--- config.mk ---
export PLATFORM = sky130hd
export DESIGN_NAME = mem_stage_flat
export DESIGN_NICKNAME = d
export VERILOG_FILES = /design/src/rtl/mem_stage_pkg.sv /design/src/rtl/mem_stage_if.sv /design/src/rtl/mem_stage_load_align.sv /design/src/rtl/mem_stage.sv /design/src/flat_wrapper.sv
export SDC_FILE = /design/constraint.sdc
export NUM_CORES = 1
export LEC_CHECK = 0
export ABC_AREA = 1
export CORE_MARGIN = 2
export CORE_UTILIZATION = 45
export CTS_CLUSTER_DIAMETER = 150
export CTS_CLUSTER_SIZE = 28
export DETAILED_ROUTE_END_ITERATION = 8
export GPL_TIMING_DRIVEN = 0
export PLACE_DENSITY = 0.8
export SLEW_MARGIN = 20
export SYNTH_ARGS = -nofsm -noshare
export SYNTH_HDL_FRONTEND = slang
export SYNTH_SLANG_ARGS = --single-unit
--- constraint.sdc ---
create_clock -name clk -period 2.6 [get_ports clk]
set_input_delay 0.78 -clock clk [delete_from_list [all_inputs] [get_ports clk]]
set_output_delay 0.78 -clock clk [all_outputs]
set_load 0.01 [all_outputs]
--- src/rtl/mem_stage_pkg.sv ---
// Shared types and constants for the MEM pipeline stage.
//   - bus widths of the EXE->MEM and MEM->WB buses
//   - mem_inst one-hot bit indices
//   - packed struct views of both buses (field order matches the bus
//     concatenation, MSB first)
//   - load_kind_e plus decode_load(), which turns mem_inst into one load kind
package mem_stage_pkg;

  localparam int ES_TO_MS_BUS_WD = 165;
  localparam int MS_TO_WS_BUS_WD = 120;
  localparam int MEM_INST_W      = 12;

  localparam int MI_LW  = 0;
  localparam int MI_SW  = 1;
  localparam int MI_LB  = 2;
  localparam int MI_LBU = 3;
  localparam int MI_LH  = 4;
  localparam int MI_LHU = 5;
  localparam int MI_LWL = 6;
  localparam int MI_LWR = 7;

  typedef struct packed {
    logic [31:0]           badvaddr;
    logic [4:0]            mfc0_rd;
    logic                  ex;
    logic [4:0]            exc_code;
    logic                  bd;
    logic                  eret;
    logic [2:0]            sel;
    logic                  mtc0;
    logic                  mfc0;
    logic [31:0]           rt_value;
    logic [MEM_INST_W-1:0] mem_inst;
    logic                  res_from_mem;
    logic                  gr_we;
    logic [4:0]            dest;
    logic [31:0]           alu_result;
    logic [31:0]           pc;
  } es_to_ms_t;

  typedef struct packed {
    logic [4:0]  mfc0_rd;
    logic        ex;
    logic [4:0]  exc_code;
    logic        bd;
    logic        eret;
    logic [2:0]  sel;
    logic        mtc0;
    logic        mfc0;
    logic [31:0] badvaddr;
    logic        gr_we;
    logic [4:0]  dest;
    logic [31:0] final_result;
    logic [31:0] pc;
  } ms_to_ws_t;

  typedef enum logic [2:0] {
    LD_NONE,
    LD_W,
    LD_B,
    LD_BU,
    LD_H,
    LD_HU,
    LD_WL,
    LD_WR
  } load_kind_e;

  // Store bits take precedence so a malformed encoding never aligns data.
  function automatic load_kind_e decode_load(input logic [MEM_INST_W-1:0] mi);
    load_kind_e k;
    k = LD_NONE;
    if (mi[MI_SW] | (|mi[11:8])) k = LD_NONE;
    else if (mi[MI_LW])          k = LD_W;
    else if (mi[MI_LB])          k = LD_B;
    else if (mi[MI_LBU])         k = LD_BU;
    else if (mi[MI_LH])          k = LD_H;
    else if (mi[MI_LHU])         k = LD_HU;
    else if (mi[MI_LWL])         k = LD_WL;
    else if (mi[MI_LWR])         k = LD_WR;
    return k;
  endfunction

endpackage

--- src/rtl/mem_stage_if.sv ---
// Valid/allowin handshake carrying a W-bit payload between two pipeline stages.
//   valid   : producer offers the payload
//   allowin : consumer can accept this cycle
//   bus     : payload
// master = producer side, slave = consumer side.
interface mem_stage_if #(
  parameter int W = 32
);
  logic         valid;
  logic         allowin;
  logic [W-1:0] bus;

  modport master (output valid, output bus, input allowin);
  modport slave  (input valid, input bus, output allowin);
endinterface

--- src/rtl/mem_stage_load_align.sv ---
// Combinational load aligner for the MEM stage.
//   mem_inst : one-hot memory opcode
//   addr     : byte offset alu_result[1:0]
//   rdata    : captured DCache word
//   rt_value : old rt contents, merged in by lwl/lwr
//   value    : aligned, extended load result
module mem_stage_load_align
  import mem_stage_pkg::*;
(
  input  logic [MEM_INST_W-1:0] mem_inst,
  input  logic [1:0]            addr,
  input  logic [31:0]           rdata,
  input  logic [31:0]           rt_value,
  output logic [31:0]           value
);

  function automatic logic [31:0] ext_byte(input logic [7:0] b, input logic sgn);
    logic signed [7:0]  bs;
    logic signed [31:0] ws;
    bs = b;
    ws = 32'(bs);
    return sgn ? $unsigned(ws) : {24'b0, b};
  endfunction

  function automatic logic [31:0] ext_half(input logic [15:0] h, input logic sgn);
    logic signed [15:0] hs;
    logic signed [31:0] ws;
    hs = h;
    ws = 32'(hs);
    return sgn ? $unsigned(ws) : {16'b0, h};
  endfunction

  load_kind_e  kind;
  logic [7:0]  byte_sel;
  logic [15:0] half_sel;
  logic [31:0] lwl_val;
  logic [31:0] lwr_val;

  assign kind     = decode_load(mem_inst);
  assign half_sel = addr[1] ? rdata[31:16] : rdata[15:0];

  always_comb begin
    byte_sel = rdata[7:0];
    lwl_val  = rdata;
    lwr_val  = rdata;
    case (addr)
      2'd0: begin
        byte_sel = rdata[7:0];
        lwl_val  = {rdata[7:0], rt_value[23:0]};
        lwr_val  = rdata;
      end
      2'd1: begin
        byte_sel = rdata[15:8];
        lwl_val  = {rdata[15:0], rt_value[15:0]};
        lwr_val  = {rt_value[31:24], rdata[31:8]};
      end
      2'd2: begin
        byte_sel = rdata[23:16];
        lwl_val  = {rdata[23:0], rt_value[7:0]};
        lwr_val  = {rt_value[31:16], rdata[31:16]};
      end
      default: begin
        byte_sel = rdata[31:24];
        lwl_val  = rdata;
        lwr_val  = {rt_value[31:8], rdata[31:24]};
      end
    endcase
  end

  always_comb begin
    value = rdata;
    case (kind)
      LD_B:    value = ext_byte(byte_sel, 1'b1);
      LD_BU:   value = ext_byte(byte_sel, 1'b0);
      LD_H:    value = ext_half(half_sel, 1'b1);
      LD_HU:   value = ext_half(half_sel, 1'b0);
      LD_WL:   value = lwl_val;
      LD_WR:   value = lwr_val;
      default: value = rdata;
    endcase
  end

endmodule

--- src/rtl/mem_stage.sv ---
// MEM pipeline stage between EXE and WB.
//   clk, reset            : clock, synchronous active-high reset
//   es_ms (slave)         : EXE->MEM handshake; allowin is ms_allowin
//   ms_ws (master)        : MEM->WB handshake; allowin is ws_allowin
//   data_data_ok/rdata    : DCache completion strobe and read word
//   flush, flush_refill   : pipeline flushes (exception/eret, TLB refill)
//   MEM_dest, MEM_result  : bypass destination (0 when empty) and value
//   ms_ex, ms_inst_eret,
//   ms_inst_mfc0          : status of the valid MEM instruction, for
//                           store suppression and ID interlock
// The DCache word is captured in the same cycle EXE hands the instruction
// over and then held, so a WB stall cannot lose it.
module mem_stage
  import mem_stage_pkg::*;
(
  input  logic              clk,
  input  logic              reset,
  mem_stage_if.slave        es_ms,
  mem_stage_if.master       ms_ws,
  input  logic              data_data_ok,
  input  logic [31:0]       data_rdata,
  input  logic              flush,
  input  logic              flush_refill,
  output logic [4:0]        MEM_dest,
  output logic [31:0]       MEM_result,
  output logic              ms_ex,
  output logic              ms_inst_eret,
  output logic              ms_inst_mfc0
);

  es_to_ms_t   es_bus;
  es_to_ms_t   bus_p1;
  logic [31:0] rdata_p1;
  logic        vld_p1;
  logic        ms_allowin;
  logic        handoff;
  logic [31:0] load_value;
  logic [31:0] final_result;
  ms_to_ws_t   ws_bus;

  assign es_bus     = es_to_ms_t'(es_ms.bus);
  assign ms_allowin = !vld_p1 || ms_ws.allowin;
  assign handoff    = es_ms.valid && ms_allowin;
  assign es_ms.allowin = ms_allowin;

  // ---- EXE -> MEM register boundary ----
  always_ff @(posedge clk) begin
    if (reset)                     vld_p1 <= 1'b0;
    else if (flush || flush_refill) vld_p1 <= 1'b0;
    else if (ms_allowin)           vld_p1 <= es_ms.valid;
  end

  always_ff @(posedge clk) begin
    if (reset || flush) bus_p1 <= '0;
    else if (handoff)   bus_p1 <= es_bus;
  end

  // A completion strobe outside a handoff (store ack, stale read) is ignored.
  always_ff @(posedge clk) begin
    if (reset || flush)                rdata_p1 <= '0;
    else if (handoff && data_data_ok)  rdata_p1 <= data_rdata;
  end

  // ---- MEM -> WB combinational output ----
  mem_stage_load_align u_load_align (
    .mem_inst (bus_p1.mem_inst),
    .addr     (bus_p1.alu_result[1:0]),
    .rdata    (rdata_p1),
    .rt_value (bus_p1.rt_value),
    .value    (load_value)
  );

  // mfc0 results are not known here; WB substitutes the CP0 value.
  assign final_result = bus_p1.res_from_mem ? load_value : bus_p1.alu_result;

  always_comb begin
    ws_bus              = '0;
    ws_bus.mfc0_rd      = bus_p1.mfc0_rd;
    ws_bus.ex           = bus_p1.ex;
    ws_bus.exc_code     = bus_p1.exc_code;
    ws_bus.bd           = bus_p1.bd;
    ws_bus.eret         = bus_p1.eret;
    ws_bus.sel          = bus_p1.sel;
    ws_bus.mtc0         = bus_p1.mtc0;
    ws_bus.mfc0         = bus_p1.mfc0;
    ws_bus.badvaddr     = bus_p1.badvaddr;
    ws_bus.gr_we        = bus_p1.gr_we && !bus_p1.ex;
    ws_bus.dest         = bus_p1.dest;
    ws_bus.final_result = final_result;
    ws_bus.pc           = bus_p1.pc;
  end

  assign ms_ws.valid  = vld_p1;
  assign ms_ws.bus    = ws_bus;

  assign MEM_dest     = bus_p1.dest & {5{vld_p1}};
  assign MEM_result   = final_result;
  assign ms_ex        = vld_p1 && bus_p1.ex;
  assign ms_inst_eret = vld_p1 && bus_p1.eret;
  assign ms_inst_mfc0 = vld_p1 && bus_p1.mfc0;

endmodule

--- src/flat_wrapper.sv ---
// flat-port wrapper written by rule: the top's interface ports become plain ports
module mem_stage_flat import mem_stage_pkg::*;
  (clk, reset, data_data_ok, data_rdata, flush, flush_refill, MEM_dest, MEM_result, ms_ex, ms_inst_eret, ms_inst_mfc0, es_ms_valid, es_ms_bus, es_ms_allowin, ms_ws_valid, ms_ws_bus, ms_ws_allowin);
  mem_stage_if #(.W(ES_TO_MS_BUS_WD)) es_ms_i ();
  mem_stage_if #(.W(MS_TO_WS_BUS_WD)) ms_ws_i ();
  input  logic clk;
  input  logic reset;
  input  logic data_data_ok;
  input  logic [31:0] data_rdata;
  input  logic flush;
  input  logic flush_refill;
  output logic [4:0] MEM_dest;
  output logic [31:0] MEM_result;
  output logic ms_ex;
  output logic ms_inst_eret;
  output logic ms_inst_mfc0;
  input wire logic [$bits(es_ms_i.valid)-1:0] es_ms_valid;
  input wire logic [$bits(es_ms_i.bus)-1:0] es_ms_bus;
  output wire logic [$bits(es_ms_i.allowin)-1:0] es_ms_allowin;
  output wire logic [$bits(ms_ws_i.valid)-1:0] ms_ws_valid;
  output wire logic [$bits(ms_ws_i.bus)-1:0] ms_ws_bus;
  input wire logic [$bits(ms_ws_i.allowin)-1:0] ms_ws_allowin;
  assign es_ms_i.valid = es_ms_valid;
  assign es_ms_i.bus = es_ms_bus;
  assign es_ms_allowin = es_ms_i.allowin;
  assign ms_ws_valid = ms_ws_i.valid;
  assign ms_ws_bus = ms_ws_i.bus;
  assign ms_ws_i.allowin = ms_ws_allowin;
  mem_stage u_core (.clk(clk), .reset(reset), .es_ms(es_ms_i), .ms_ws(ms_ws_i), .data_data_ok(data_data_ok), .data_rdata(data_rdata), .flush(flush), .flush_refill(flush_refill), .MEM_dest(MEM_dest), .MEM_result(MEM_result), .ms_ex(ms_ex), .ms_inst_eret(ms_inst_eret), .ms_inst_mfc0(ms_inst_mfc0));
endmodule
==> results of run 1 <==
## cell type report
| type | count | area, µm² | share of cell area |
|---|---|---|---|
| buffer | 217 | 1550 | 0.0911 |
| antenna | 1 | 2.50 | 0.000147 |
| tap | 319 | 399 | 0.0235 |
| inverter | 81 | 318 | 0.0187 |
| timing repair buffer | 424 | 4280 | 0.252 |
| sequential | 198 | 3980 | 0.235 |
| clock inverter | 14 | 188 | 0.0111 |
| clock buffer | 18 | 439 | 0.0259 |
| multi-input combinational | 1068 | 5820 | 0.343 |
## cells in the final DEF (no fill, tap or decap), drive strengths merged
cell type	count
dfxtp	198
clkdlybuf4s50	300
nand3b	1
dlygate4sd2	1
buf	303
clkinv	7
nor2	106
a211oi	45
nand2	549
clkinvlp	1
a221oi	1
o22ai	22
nand3	41
diode	1
inv	87
o21bai	21
or2	3
o21ai	84
nand4	8
clkbuf	55
a21oi	179
o211ai	8
## state kept, by name, summed over array words and instances (netlist names)
| name | count |
|---|---|
| u_core.rdata_p1 | 32 |
| u_core.bus_p1 | 78 |
| u_core.ms_ws.valid | 1 |
| u_core.ms_ws.bus | 87 |
## per-stage QoR
step | cells | total power, mW
floorplan | 1565 | 4.10
global placement | 2249 | 4.92
detailed placement | 2249 | 4.93
CTS | 2331 | 8.08
global route | 2340 | 8.49
finish | 2340 | 8.22
## repair_timing
action / CTS / global route
setup buffers: 47 / 11
hold endpoints to repair: 0 / 0
hold buffers: 0 / 0
resized for setup: 521 / 117
pin swaps: 57 / 72
cloned: 6 / 1
setup endpoints to repair: 163 / 83
## routing by layer
metal	wire (µm)	part of all wire	global-route usage
met1	17300	0.37	0.413
met2	22600	0.48	0.607
met3	3950	0.085	0.0909
met4	2770	0.060	0.203
met5	0	0	0
## cell usage after synthesis
cell      instances
nand2_1         537
dfxtp_1         198
a21oi_1         178
buf_4           129
nor2_1           97
inv_1            65
o21ai_0          50
a211oi_1         45
nand3_1          39
buf_2            36
clkbuf_1         35
o21ai_1          34
o22ai_1          22
o21bai_1         21
inv_2            15
buf_1            11
nand2_2           9
buf_6             8
nand4_1           8
o211ai_1          8
nor2_4            6
nand3_4           2
nor2_2            2
or2_2             2
a21oi_4           1
a221oi_1          1
inv_4             1
nand2_4           1
nand2_8           1
nand3b_1          1
nor2_8            1
or2_1             1
## worst max-delay path, stage by stage, from the launching register on
cell      delay (ns)
dfxtp_2         0.34
inv_2           0.09
nand2_2         0.07
nand2_2         0.09
nand2_4         0.07
a21oi_4         0.21
buf_6           0.13
nor2_4          0.06
buf_8           0.14
buf_4           0.14
nand2_2         0.06
nand2_2         0.06
o21bai_4        0.19
nand2_2         0.07
buf_4           0.14
buf_6           0.11
## report_power, final
part | internal (mW) | switching, mW
logic | 1.07 | 1.09
registers | 3.13 | 0.0927
clock network | 1.35 | 1.48
## logic make-up after synthesis
family	share of synthesized area
flops	0.374
buf+inv	0.162
simple gates	0.272
compound gates	0.192
## final timing paths
kind	start	end	slack (ns)	cells after the start
worst max-delay path	u_core.bus_p1[77]	ms_ws_bus[56]	-0.61	15
worst min-delay path	u_core.ms_ws.bus[119]	u_core.ms_ws.bus[119]	0.47	2
worst max register to register	u_core.ms_ws.valid	u_core.rdata_p1[28]	0.45	8
worst min register to register	u_core.ms_ws.bus[119]	u_core.ms_ws.bus[119]	0.47	2
==> results.py, run 1 <==
metrics = {
    "flow_run": {
        "maxCapViolations": 0,
    },
    "grt": {
        "grt_max_degree": 23,
        "grt_pass1_wl_mm": 67.3,
        "overflow": 0,
        "grt_pass1_vias": 12036,
        "antenna_found_initial": 1,
        "grt_usage": 0.359,
    },
    "worst_setup_path": {
        "cp.required_ns": 1.82,
        "cp-end-kind": "primary output",
        "crit_fanout": 7,
        "cp-start-kind": "register",
        "path_class": "reg2out",
        "arrival_ns": 2.43,
    },
    "yosys": {
        "synthCells": 1565,
        "avgSynthCellArea_um2": 6.76,
        "seq_area_frac_synth": 0.374,
        "synth_area_um2": 10600,
        "ys_ff_latch": 198,
        "yosysTopAreaCellShare": 0.374,
        "synth_cell_types": 32,
        "yosysWarningCount": 0,
        "synth.area.top_cells": "dfxtp_1 37%, nand2_1 19%, buf_4 9.1%",
        "synthesis.nets": 1769,
        "synth_top_cell_by_area": "dfxtp_1",
    },
    "floorplanning": {
        "dieWidth_um": 157,
        "coreArea_um2": 23300,
        "io_pins": 366,
        "rows": 56,
        "die_area_um2": 24800,
        "initial_core_util": 0.455,
        "dieHeight_um": 157,
    },
    "drt": {
        "wl_per_cell_um": 19.9,
        "drt_wl_total_mm": 46.6,
        "drtPass1Iterations": 6,
        "ant_nets": 0,
        "vias": 12547,
        "drc": 0,
        "vias_per_cell": 5.36,
        "drt_iter0_markers": 1128,
    },
    "layout": {
        "syn2layout_area_growth_pct": 60.4,
        "fillers": 1915,
        "final_layout_size_suffix_gt1_frac": 0.268,
        "fin_nets": 2211,
        "design_area_um2": 17000,
        "final_util": 0.730,
    },
    "run_status": {
        "status": "complete, but fails checks",
        "failed_checks": "setup timing",
    },
    "timing": {
        "fin_tns_setup_ns": -32.46,
        "rsz0062_at_grt": "yes",
        "maxSlewHeadroom": 0.471,
        "finalHoldViolCount": 0,
        "fmax_mhz": 312,
        "slew_viol_final": 0,
        "fin_hold_ws_ns": 0.466,
        "worstMarginPinSlew_ns": 0.794,
        "fin_crit_ns": 3.21,
        "fin_worst_skew_ns": 0.0101,
        "setup_viol": 64,
        "setup_slack_ns": -0.609,
        "period_share": 1.23,
    },
    "pwr": {
        "p_leak_nw": 6.99,
        "ir_worst_vdd_mv": 0.364,
        "power_density_nw_per_um2": 484,
    },
    "clocking": {
        "clock_latency_ns": 0.46,
        "clockBufferDepth": 2,
        "htree_levels": 4,
        "cts_tree": "built",
        "clk_pin_slew_ns": 0.09,
        "cts_inserted_buffers": 17,
        "cts.sinks": 198,
        "ctsRootBufferMaster": "clkbuf_16",
    },
    "placed_design": {
        "port_buffers": 365,
        "dpl_worst_slack_ns": -0.752,
        "gp_congestion": 1.02,
        "hpwl_mm": 34.4,
        "dpl_cell_area_um2": 14600,
    },
    "min_path": {
        "hp-class": "reg2reg",
    },
}
(Power assumes the default switching activity.)
==> run 2, diff against run 1 <==
Settings changed: SLEW_MARGIN 20 to not set.
==> results of run 2 <==
No change in the layout: final DEF, timing and power equal those of run 1.
==> run 3, diff against run 2 <==
Settings changed: SETUP_SLACK_MARGIN set to 0.15.
==> run 3 against run 2 <==
  * The run still ends with setup timing left
  * Die area unchanged
  * Clock power about the same
  * Clock skew grew 0.0023 ns
  * Sequential power about the same
  * First-iteration DRC count is 14% lower
  * Final cell count down 0.17%
  * Count of clock-buffer cells in the layout unchanged
  * Critical path depth fell by 3
  * Critical path type unchanged
  * Critical endpoint is now ms_ws_bus[59]
  * Largest cell class unchanged
  * Largest power group unchanged
  * Highest routed layer unchanged
==> results.py, run 3 (synthesis results as in run 1) <==
metrics = {
    "drt": {
        "wl_per_cell_um": 19.9,
        "vias": 12482,
        "drt_iter0_markers": 969,
        "wl_met3_mm": 3.90,
        "ant_nets": 0,
        "m1WireLength_mm": 17.3,
        "highest_layer": "met4",
        "wl_met2_mm": 22.7,
        "drtPass1Iterations": 5,
        "vias_per_cell": 5.34,
        "drt_wl_total_mm": 46.5,
        "drc": 0,
    },
    "layout": {
        "fin_nets": 2207,
        "final_common_cell": "nand2_1",
        "final_layout_size_suffix_gt1_frac": 0.267,
        "final_util": 0.724,
        "fillers": 1948,
        "fin_cells": 2336,
        "syn2layout_area_growth_pct": 59.1,
        "largest_register_ffs": 87,
        "layout_common_cells": "459 x nand2_1, 298 x clkdlybuf4s50_1, 188 x dfxtp_1",
    },
    "pwr": {
        "total_power_mw": 8.21,
        "clkPwrFrac": 0.345,
        "switching_power_mw": 2.66,
        "power.internal_mw": 5.55,
        "power_density_nw_per_um2": 487,
        "p_sw_frac": 0.323,
        "ir_worst_vdd_mv": 0.420,
        "p_leak_nw": 7.01,
        "p_comb_frac": 0.263,
        "p_seq_frac": 0.393,
    },
    "worst_setup_path": {
        "arrival_ns": 2.45,
        "path_class": "reg2out",
        "cp.required_ns": 1.82,
        "cp-start-kind": "register",
        "crit_fanout": 8,
        "cp-end-kind": "primary output",
    },
    "grt": {
        "antenna_found_initial": 1,
        "grt_pass1_wl_mm": 67.4,
        "grt_usage": 0.360,
        "grt_max_degree": 23,
        "grt_pass1_vias": 11979,
        "overflow": 0,
    },
    "clocking": {
        "cts.sinks": 198,
        "cts_tree": "built",
        "clk_pin_slew_ns": 0.08,
        "clock_latency_ns": 0.45,
        "htree_levels": 4,
        "clockBufferDepth": 2,
        "ctsRootBufferMaster": "clkbuf_16",
        "cts_inserted_buffers": 17,
    },
    "placed_design": {
        "placed_cells": 2249,
        "gp_congestion": 1.02,
        "hpwl_mm": 34.4,
        "port_buffers": 365,
        "dpl_worst_slack_ns": -0.752,
    },
    "timing": {
        "setup_slack_ns": -0.630,
        "maxSlewHeadroom": 0.484,
        "fmax_mhz": 310,
        "slew_viol_final": 0,
        "fin_worst_skew_ns": 0.0125,
        "setup_viol": 64,
        "rsz0062_at_grt": "yes",
        "period_share": 1.24,
        "fin_crit_ns": 3.23,
        "finalHoldViolCount": 0,
        "worstMarginPinSlew_ns": 0.774,
    },
    "floorplanning": {
        "rows": 56,
        "io_pins": 366,
        "dieWidth_um": 157,
        "die_area_um2": 24800,
        "dieHeight_um": 157,
        "initial_core_util": 0.455,
        "coreArea_um2": 23300,
    },
    "run_status": {
        "status": "complete, but fails checks",
        "failed_checks": "setup timing",
    },
    "flow_run": {
        "maxCapViolations": 0,
    },
    "min_path": {
        "hp-class": "reg2reg",
    },
}
## run 3: cell count changes in the layout (fill, tap and decap cells not counted), sizes merged
| cell | change |
|---|---|
| dlygate4sd2 | -1 |
| buf | -1 |
| nand2 | -1 |
| clkinvlp | -1 |
| inv | +1 |
| clkbuf | -1 |
| clkdlybuf4s50 | -2 |
| dlymetal6s2s | +2 |
## run 3: final timing paths
check | cells after the start | from | slack (ns) | to
setup / recovery | 12 | u_core.bus_p1[32] | -0.63 | ms_ws_bus[59]
hold reg to reg | 2 | u_core.ms_ws.bus[119] | 0.47 | u_core.ms_ws.bus[119]
setup reg to reg | 8 | u_core.ms_ws.valid | 0.52 | u_core.rdata_p1[25]
hold / removal | 2 | u_core.ms_ws.bus[119] | 0.47 | u_core.ms_ws.bus[119]
## run 3: metrics by stage
stage                     cell area, µm²  hold slack [ns]  setup TNS (ns)
after floorplan                    10600            0.440               0
after global placement             14600            0.451          -90.94
after detailed placement           14600            0.455          -95.02
after CTS                          16400            0.468          -31.28
after global routing               16800            0.477          -38.15
final                              16800            0.465          -33.10
## run 3: timing repair
action / 4_1_cts / 5_1_grt
pin swaps: 91 / 70
endpoints found under the hold margin: 0 / 0
resized for setup: 531 / 94
cloned: 6 / 0
hold buffers: 0 / 0
setup buffers: 39 / 10
setup endpoints to repair: 188 / 69
## run 3: power by group through the flow
stage	clock network (mW)	logic, mW	registers [mW]
after floorplan	0	0.849	3.25
final	2.83	2.16	3.22
after global routing	2.96	2.28	3.23
after detailed placement	0	1.65	3.28
after CTS	2.83	2.01	3.22
after global placement	0	1.64	3.28
## run 3: routing by layer
layer,GRT usage,vias up
met1,0.416,5860
met2,0.617,642
met5,0,-
met3,0.0859,151
li1,-,5829
met4,0.190,0
## run 3: worst max-delay path, stage by stage, from the launching register on
cell and delay [ns]:
dfxtp_1 0.37, buf_6 0.19, nand2_4 0.13, o21ai_4 0.20, nor2_4 0.07, nand2_2 0.10
buf_6 0.14, nand3_4 0.13, buf_6 0.16, o21bai_4 0.18, nand2_2 0.10, buf_6 0.12
buf_6 0.11
## run 3: cell type report
class                   count  area (µm²)  area share
inverters                  81         317      0.0188
diodes                      1        2.50    0.000149
clock buffers              18         439      0.0261
repair buffers            420        4240       0.251
plain buffers             218        1550      0.0922
well taps                 319         399      0.0237
multi-input cells        1067        5730       0.340
clock inverters            14         188      0.0111
flip-flops and latches    198        3980       0.236
